### config.mk
export PLATFORM = sky130hd
export DESIGN_NAME = color_vote_filter
export DESIGN_NICKNAME = d
export VERILOG_FILES = /design/src/rtl/color_vote_filter.sv
export SDC_FILE = /design/constraint.sdc
export NUM_CORES = 1
export LEC_CHECK = 0
export ABC_AREA = 1
export CAP_MARGIN = 10
export CORE_MARGIN = 2
export CORE_UTILIZATION = 31
export DETAILED_ROUTE_END_ITERATION = 8
export GPL_ROUTABILITY_DRIVEN = 1
export MAX_ROUTING_LAYER = met4
export PLACE_DENSITY_LB_ADDON = 0.1
export SLEW_MARGIN = 10
export SYNTH_ARGS = -nofsm -noshare
export SYNTH_HDL_FRONTEND = slang
export SYNTH_SLANG_ARGS = --single-unit
export TNS_END_PERCENT = 50
### constraint.sdc
create_clock -name clk_1MHz -period 1.6 [get_ports clk_1MHz]
set_input_delay 0.24 -clock clk_1MHz [delete_from_list [all_inputs] [get_ports clk_1MHz]]
set_output_delay 0.24 -clock clk_1MHz [all_outputs]
set_load 0.01 [all_outputs]
### src/rtl/color_vote_filter.sv
// color_vote_filter: majority-vote debounce of the colour detector output with stale-frame detection.
// Optional candidate hysteresis is enabled by defining COLOR_VOTE_HYST_EN.
module color_vote_filter #(
   parameter int WINDOW  = 5,
   parameter int THRESH  = 3,
   parameter int TIMEOUT = 4000
) (
   input  logic       clk_1MHz,
   input  logic       rst_n,
   input  logic [1:0] filter,
   input  logic [1:0] color,
   output logic [1:0] stable_color,
   output logic       vote_valid,
   output logic       color_changed,
   output logic       stale,
   output logic [3:0] votes_in_window
);
   typedef enum logic {COLLECT, DECIDE} state_t;
   state_t      state, state_nxt;
   logic        f2_q, frame_tick, timeout, take;
   logic [3:0]  cnt [4];
   logic [15:0] idle;
   logic [1:0]  winner;

   // A frame completes on the first cycle after the evaluate phase (filter==2) ends.
   assign frame_tick = f2_q && (filter != 2'd2);
   // Fires once, on the edge the idle counter would reach TIMEOUT; a frame on that edge wins.
   assign timeout = !frame_tick && (idle == 16'(TIMEOUT - 1));

   // Lowest colour index with enough votes wins; no qualifying colour means "none".
   always_comb begin
      winner = (cnt[1] >= 4'(THRESH)) ? 2'd1 :
               (cnt[2] >= 4'(THRESH)) ? 2'd2 :
               (cnt[3] >= 4'(THRESH)) ? 2'd3 : 2'd0;
   end

   // Decide for one cycle once the window is full; a timeout abandons the window.
   always_comb begin
      state_nxt = (timeout || state == DECIDE) ? COLLECT :
                  (votes_in_window == 4'(WINDOW)) ? DECIDE : COLLECT;
   end

   // FSM state register.
   always_ff @(posedge clk_1MHz or negedge rst_n) begin
      if (!rst_n) state <= COLLECT;
      else        state <= state_nxt;
   end

   // Evaluate-phase history used for frame edge detection.
   always_ff @(posedge clk_1MHz or negedge rst_n) begin
      if (!rst_n) f2_q <= 1'b0;
      else        f2_q <= (filter == 2'd2);
   end

`ifdef COLOR_VOTE_HYST_EN
   logic [1:0] cand;
   logic       cand_v;

   // A differing winner must repeat in the next window before it is accepted.
   assign take = (winner != stable_color) && cand_v && (cand == winner);

   // Candidate register: set by a new differing winner, dropped on acceptance, agreement or timeout.
   always_ff @(posedge clk_1MHz or negedge rst_n) begin
      if (!rst_n) begin
         cand   <= 2'd0;
         cand_v <= 1'b0;
      end else if (timeout) begin
         cand   <= 2'd0;
         cand_v <= 1'b0;
      end else if (state == DECIDE) begin
         cand   <= winner;
         cand_v <= (winner != stable_color) && !take;
      end
   end
`else
   assign take = (winner != stable_color);
`endif

   // Vote counting, window decision, idle timeout and registered outputs.
   always_ff @(posedge clk_1MHz or negedge rst_n) begin
      if (!rst_n) begin
         cnt             <= '{default: '0};
         votes_in_window <= 4'd0;
         idle            <= 16'd0;
         stable_color    <= 2'd0;
         vote_valid      <= 1'b0;
         color_changed   <= 1'b0;
         stale           <= 1'b0;
      end else begin
         vote_valid    <= 1'b0;
         color_changed <= 1'b0;
         idle          <= frame_tick ? 16'd0 : (idle == 16'(TIMEOUT)) ? idle : idle + 16'd1;
         if (timeout) begin
            stale           <= 1'b1;
            stable_color    <= 2'd0;
            color_changed   <= (stable_color != 2'd0);
            cnt             <= '{default: '0};
            votes_in_window <= 4'd0;
         end else begin
            if (state == DECIDE) begin
               vote_valid      <= 1'b1;
               cnt             <= '{default: '0};
               votes_in_window <= 4'd0;
               if (take) begin
                  stable_color  <= winner;
                  color_changed <= 1'b1;
               end
            end
            if (frame_tick) begin
               stale           <= 1'b0;
               cnt[color]      <= (state == DECIDE) ? 4'd1 : cnt[color] + 4'd1;
               votes_in_window <= (state == DECIDE) ? 4'd1 : votes_in_window + 4'd1;
            end
         end
      end
   end
endmodule

==> Word-level counts from Yosys, hierarchy flattened <==
Cells that the tools add are included.
{ "word_totals": {"ff_bits": 43, "inputBits": 6, "out_inout_bits": 9, "elab_cells": 71} }
{ "classes": {"add_sub_neg": 3, "magnitude_cmp": 5, "eq_ne": 7, "mux": 32, "n_bitwise": 1, "reduce_logical": 11} }
{ "op_table": {"columns": ["cell", "n"], "rows": [
  ["2-to-1 mux 16 bit", 6],
  ["== test 16 x 12 -> 1 bit (second input constant)", 2],
  ["2-to-1 mux 4 bit", 8],
  ["adder 16 x 1 -> 16 bit (second input constant)", 1],
  ["bitwise mux 16 bit", 1],
  [">= comparator 4 x 2 -> 1 bit (second input constant)", 3],
  ["2-to-1 mux 2 bit", 6],
  ["2-to-1 mux 1 bit", 9],
  ["adder 4 x 1 -> 4 bit (second input constant)", 2],
  ["binary-select mux 4 bit (select 2 bit)", 1],
  ["demux 4 bit (select 2 bit)", 1],
  ["nonzero test 2 bit", 4],
  ["== test 4 x 3 -> 1 bit (second input constant)", 1],
  ["inequality test 2 bit (second input constant)", 2],
  [">= comparator 3 bit (second input constant)", 1],
  ["logical AND 1 bit", 3],
  ["less-than comparator 3 x 1 -> 1 bit (second input constant)", 1],
  ["inverter 2 -> 3 bit", 1],
  ["nonzero test 3 bit", 1],
  ["== test 2 bit (second input constant)", 1],
  ["inequality test 2 bit", 1],
  ["AND reduction 2 bit", 1],
  ["logical NOT 1 bit", 1],
  ["logical OR 1 bit", 1]
]} }

==> Logic depth before layout (Yosys ltp) <==
{ "depth": {"word_depth": 9, "ltp_mapped": 11, "mapped_depth_nobuf": 11} }

==> Least setup slack after synthesis <==
No wires, ideal clock.
{ "synth_path": {"path_type": "input to register", "start": "input port color[0]", "end": "register cnt[2] (netlist name)", "setup_ns": 0.126, "arrival_time_ns": 1.294, "t_required_ns": 1.474, "slack_ns": 0.180, "path_stages": 11, "n_path_buf": 1, "path_cell_list": "buf_4 -> nand2_1 -> o21ai_0 -> nand2_1 -> nand2_1 -> ha_1 -> or2_0 -> nand3_1 -> nand2_1 -> nand2_1 -> o21ai_0"} }
{ "synth_between": {"elab_chain_len": 9, "word_cells_on_any_way": 14, "classes_between": "add/sub (1); order compare (2); mux (9); bitwise (1); reduce/logical (1)"} }
{ "synth_lines": {"columns": ["item", "line", "source"], "rows": [
  ["from (decl)", "11", "input logic [1:0] color,"],
  ["inverter 2 -> 3 bit (*)", "111", "cnt[color] <= (state == DECIDE) ? 4'd1 : cnt[color] + 4'd1;"],
  ["binary-select mux 4 bit (select 2 bit)", "111", null],
  ["2-to-1 mux 4 bit (implied by the code) (2 in series)", "111", null],
  ["adder 4 x 1 -> 4 bit", "111", null],
  ["2-to-1 mux 4 bit", "111", null],
  ["bitwise mux 16 bit (*)", "111", null],
  ["2-to-1 mux 16 bit (*)", "109", "if (frame_tick) begin"],
  ["2-to-1 mux 16 bit (*)", "93", "if (timeout) begin"],
  ["to (signal, indexed assignment)", "111", null],
  ["to (decl)", "21", "logic [3:0] cnt [4];"]
]} }
Every way passes the cells marked *; elsewhere a longest branch is shown, timed or not. The select of a mux whose other input is x is not followed.
A chain may end at the register's enable or synchronous reset.

==> Final worst setup path <==
{ "layout_path": {"start": "register votes_in_window[2]", "end": "output port votes_in_window[2]"} }
{ "layout_lines": {"columns": ["item", "line", "source"], "rows": [
  ["from (decl)", "16", "output logic [3:0] votes_in_window"],
  ["from (signal assigned)", "112", "votes_in_window <= (state == DECIDE) ? 4'd1 : votes_in_window + 4'd1;"]
]} }
No word-level cell between the ends.

==> metrics <==
PortBufs 14; clock root buffer clkbuf_8; fmax 0.658 GHz; required time of the worst setup path 1360 ps; Syn Nets 354; CTS max path bufs 2; Final setup viols 0; CTS buffer count 5; Crit. End Element output pin; RSZ-0062 raised after global routing true; Via density 4.55; die area 8800 sq um; post-synthesis sequential area ratio 0.430; fin. max-slew vios 0; most common cell in the netlist nand2_1; Post-Route Utilization 0.422; Reg clk slew, reported paths 90 ps; Seq cells post-synth 43; fin area 3280 sq um; status completed; post-synth top area share 0.430; diode count 0; post-route minimum period 1520 ps; HP Class primary input to async pin; GR Util met2 0.234; clk_lat worst skew 300 ps; # IOs 15; Hold Violations, Final 0; Worst-Margin Slew 522 ps; Sum Neg Setup Slack 0 ps; Netlist cell types 31; buffer and inverter count on the worst path 1; final wirelength 6.30 mm; vias in the first global route 2226; Placed Area 3030 sq um; CP cell instances clkdlybuf4s50_1; DP HPWL 4.73 mm; total track usage 0.159; GRT Residual Overflow 0; largest cells by area after synthesis dfrtp_1, nand2_1, o21ai_0; CTS tree done; worst rel slew slack 0.652; CP arrival 1280 ps; Initial Util 0.322; share of layout cells above drive strength 1 0.213; max cap viols 0; Final Cycle Share 0.951; clock skew 13.1 ps; routed len/inst 12.5 microns; worst-path fanout max 4; Detail Route Antenna Nets 0; peak supply drop 0.456 mV; Yosys Warn Count 0; Nets 413; GRT met1 Usage 0.230; Synth Cell Area 2500 sq um; Fin Hold WS 433 ps; Layout area overhead 31.1%; num rows 32; Async SR Flop Fraction 1.00; die width 93.8 microns; GR peak layer met2; element type at the critical path start flip-flop; placer congestion estimate 0.813; number of flops mapped to enable cells by yosys 0; Mapped Cells 343; core box area 7770 sq um; clock sinks 43; Commonest cells post-synth nand2_1, inv_1, dfrtp_1; Slowest cell on crit path clkdlybuf4s50_1; Avg Cell Area, Syn 7.29 sq um; Crit path max-delay family buffers and inverters; WS Path Type flip-flop to output pin; PnR worst setup slack 79.2 ps; first-pass GRT wire length 10.8 mm; pre-CTS setup slack -453 ps; Die Height 93.8 microns; Yosys top cell by area dfrtp_1; most used flip-flop cell after synthesis dfrtp_1; DRC 0; Leak 0.00174 uW; global-route track usage on met3 0.0265; Max H-tree Level 2; via count 2297; initial drt markers 139; initial antenna violation count 0; worst stage delay on the critical path 560 ps; DRT Pass-1 Iters 4; r2r setup slk 80 ps; Pwr Density 1340 nW/um^2; largest net degree at the start of global routing 23
path summary, 6_finish.rpt:
kind,start,end,cells past startpoint
min in group clk_1MHz,idle[11]$_DFFE_PN0P_,idle[11]$_DFFE_PN0P_,1
max reg2reg,idle[0]$_DFFE_PN0P_,idle[14]$_DFFE_PN0P_,7
min,rst_n,idle[15]$_DFFE_PN0P_,2
max in group asynchronous,rst_n,votes_in_window[0]$_DFFE_PN0P_,3
max,votes_in_window[2]$_DFFE_PN0P_,votes_in_window[2],1
min reg2reg,idle[11]$_DFFE_PN0P_,idle[11]$_DFFE_PN0P_,1
state kept, by name (all words and copies together) (netlist names):
register	count
cnt	16
idle	16
votes_in_window	4
stable_color	2
color_changed	1
f2_q	1
stale	1
state	1
vote_valid	1
where the power goes:
| group | leakage [uW] | switching [uW] | internal (uW) | total, uW |
|---|---|---|---|---|
| Combinational | 0.00111 | 976 | 772 | 1750 |
| Clock | 0.0000618 | 416 | 514 | 931 |
| Sequential | 0.000564 | 306 | 1410 | 1720 |
layout by cell type (no fill, tap or decap), drive strengths merged, types with 9 or more instances in the layout:
master,count
o21ai,38
dfrtp,43
nand2,117
a21oi,9
clkdlybuf4s50,11
nand3,24
inv,55
nor2,21
buf,44
final cells by class:
| class | instances | area, sq um |
|---|---|---|
| Multi-Input combinational cell | 240 | 1260 |
| Clock inverter | 2 | 38.8 |
| Inverter | 54 | 203 |
| Clock buffer | 6 | 82.6 |
| Sequential cell | 43 | 1080 |
| Timing Repair Buffer | 58 | 485 |
| Tap cell | 102 | 128 |
| Fill cell | 818 | 4490 |
cells by family after synthesis:
family                     after synthesis  share of synthesized area
and+or+nand+nor                        177                      0.317
buffers and inverters                   60                     0.0985
AOI/OAI and AO/OA                       53                      0.112
DFF                                     43                      0.430
xor gates and xnor gates                 5                     0.0175
adders and majority gates                5                     0.0250
routing by layer:
metal,routed length [microns],share of wire
met2,2690,0.43
met3,196,0.031
met5,0,0
met4,44,0.0070
met1,3360,0.53
through the flow:
step | std cells | power [uW]
after floorplan | 343 | 2660
after global placement | 493 | 3360
after detailed placement | 493 | 3370
after CTS | 502 | 4330
after global routing | 505 | 4780
final | 505 | 4400
what timing repair did:
action | 4_1_cts | 5_1_grt
hold buffers | 1 | 0
resized for setup | 2 | 27
pin swaps | 0 | 4
setup buffers | 0 | 3
hold endpoints to repair | 20 | 0
endpoints found under the setup margin | 15 | 23
(Power assumes the default switching activity.)
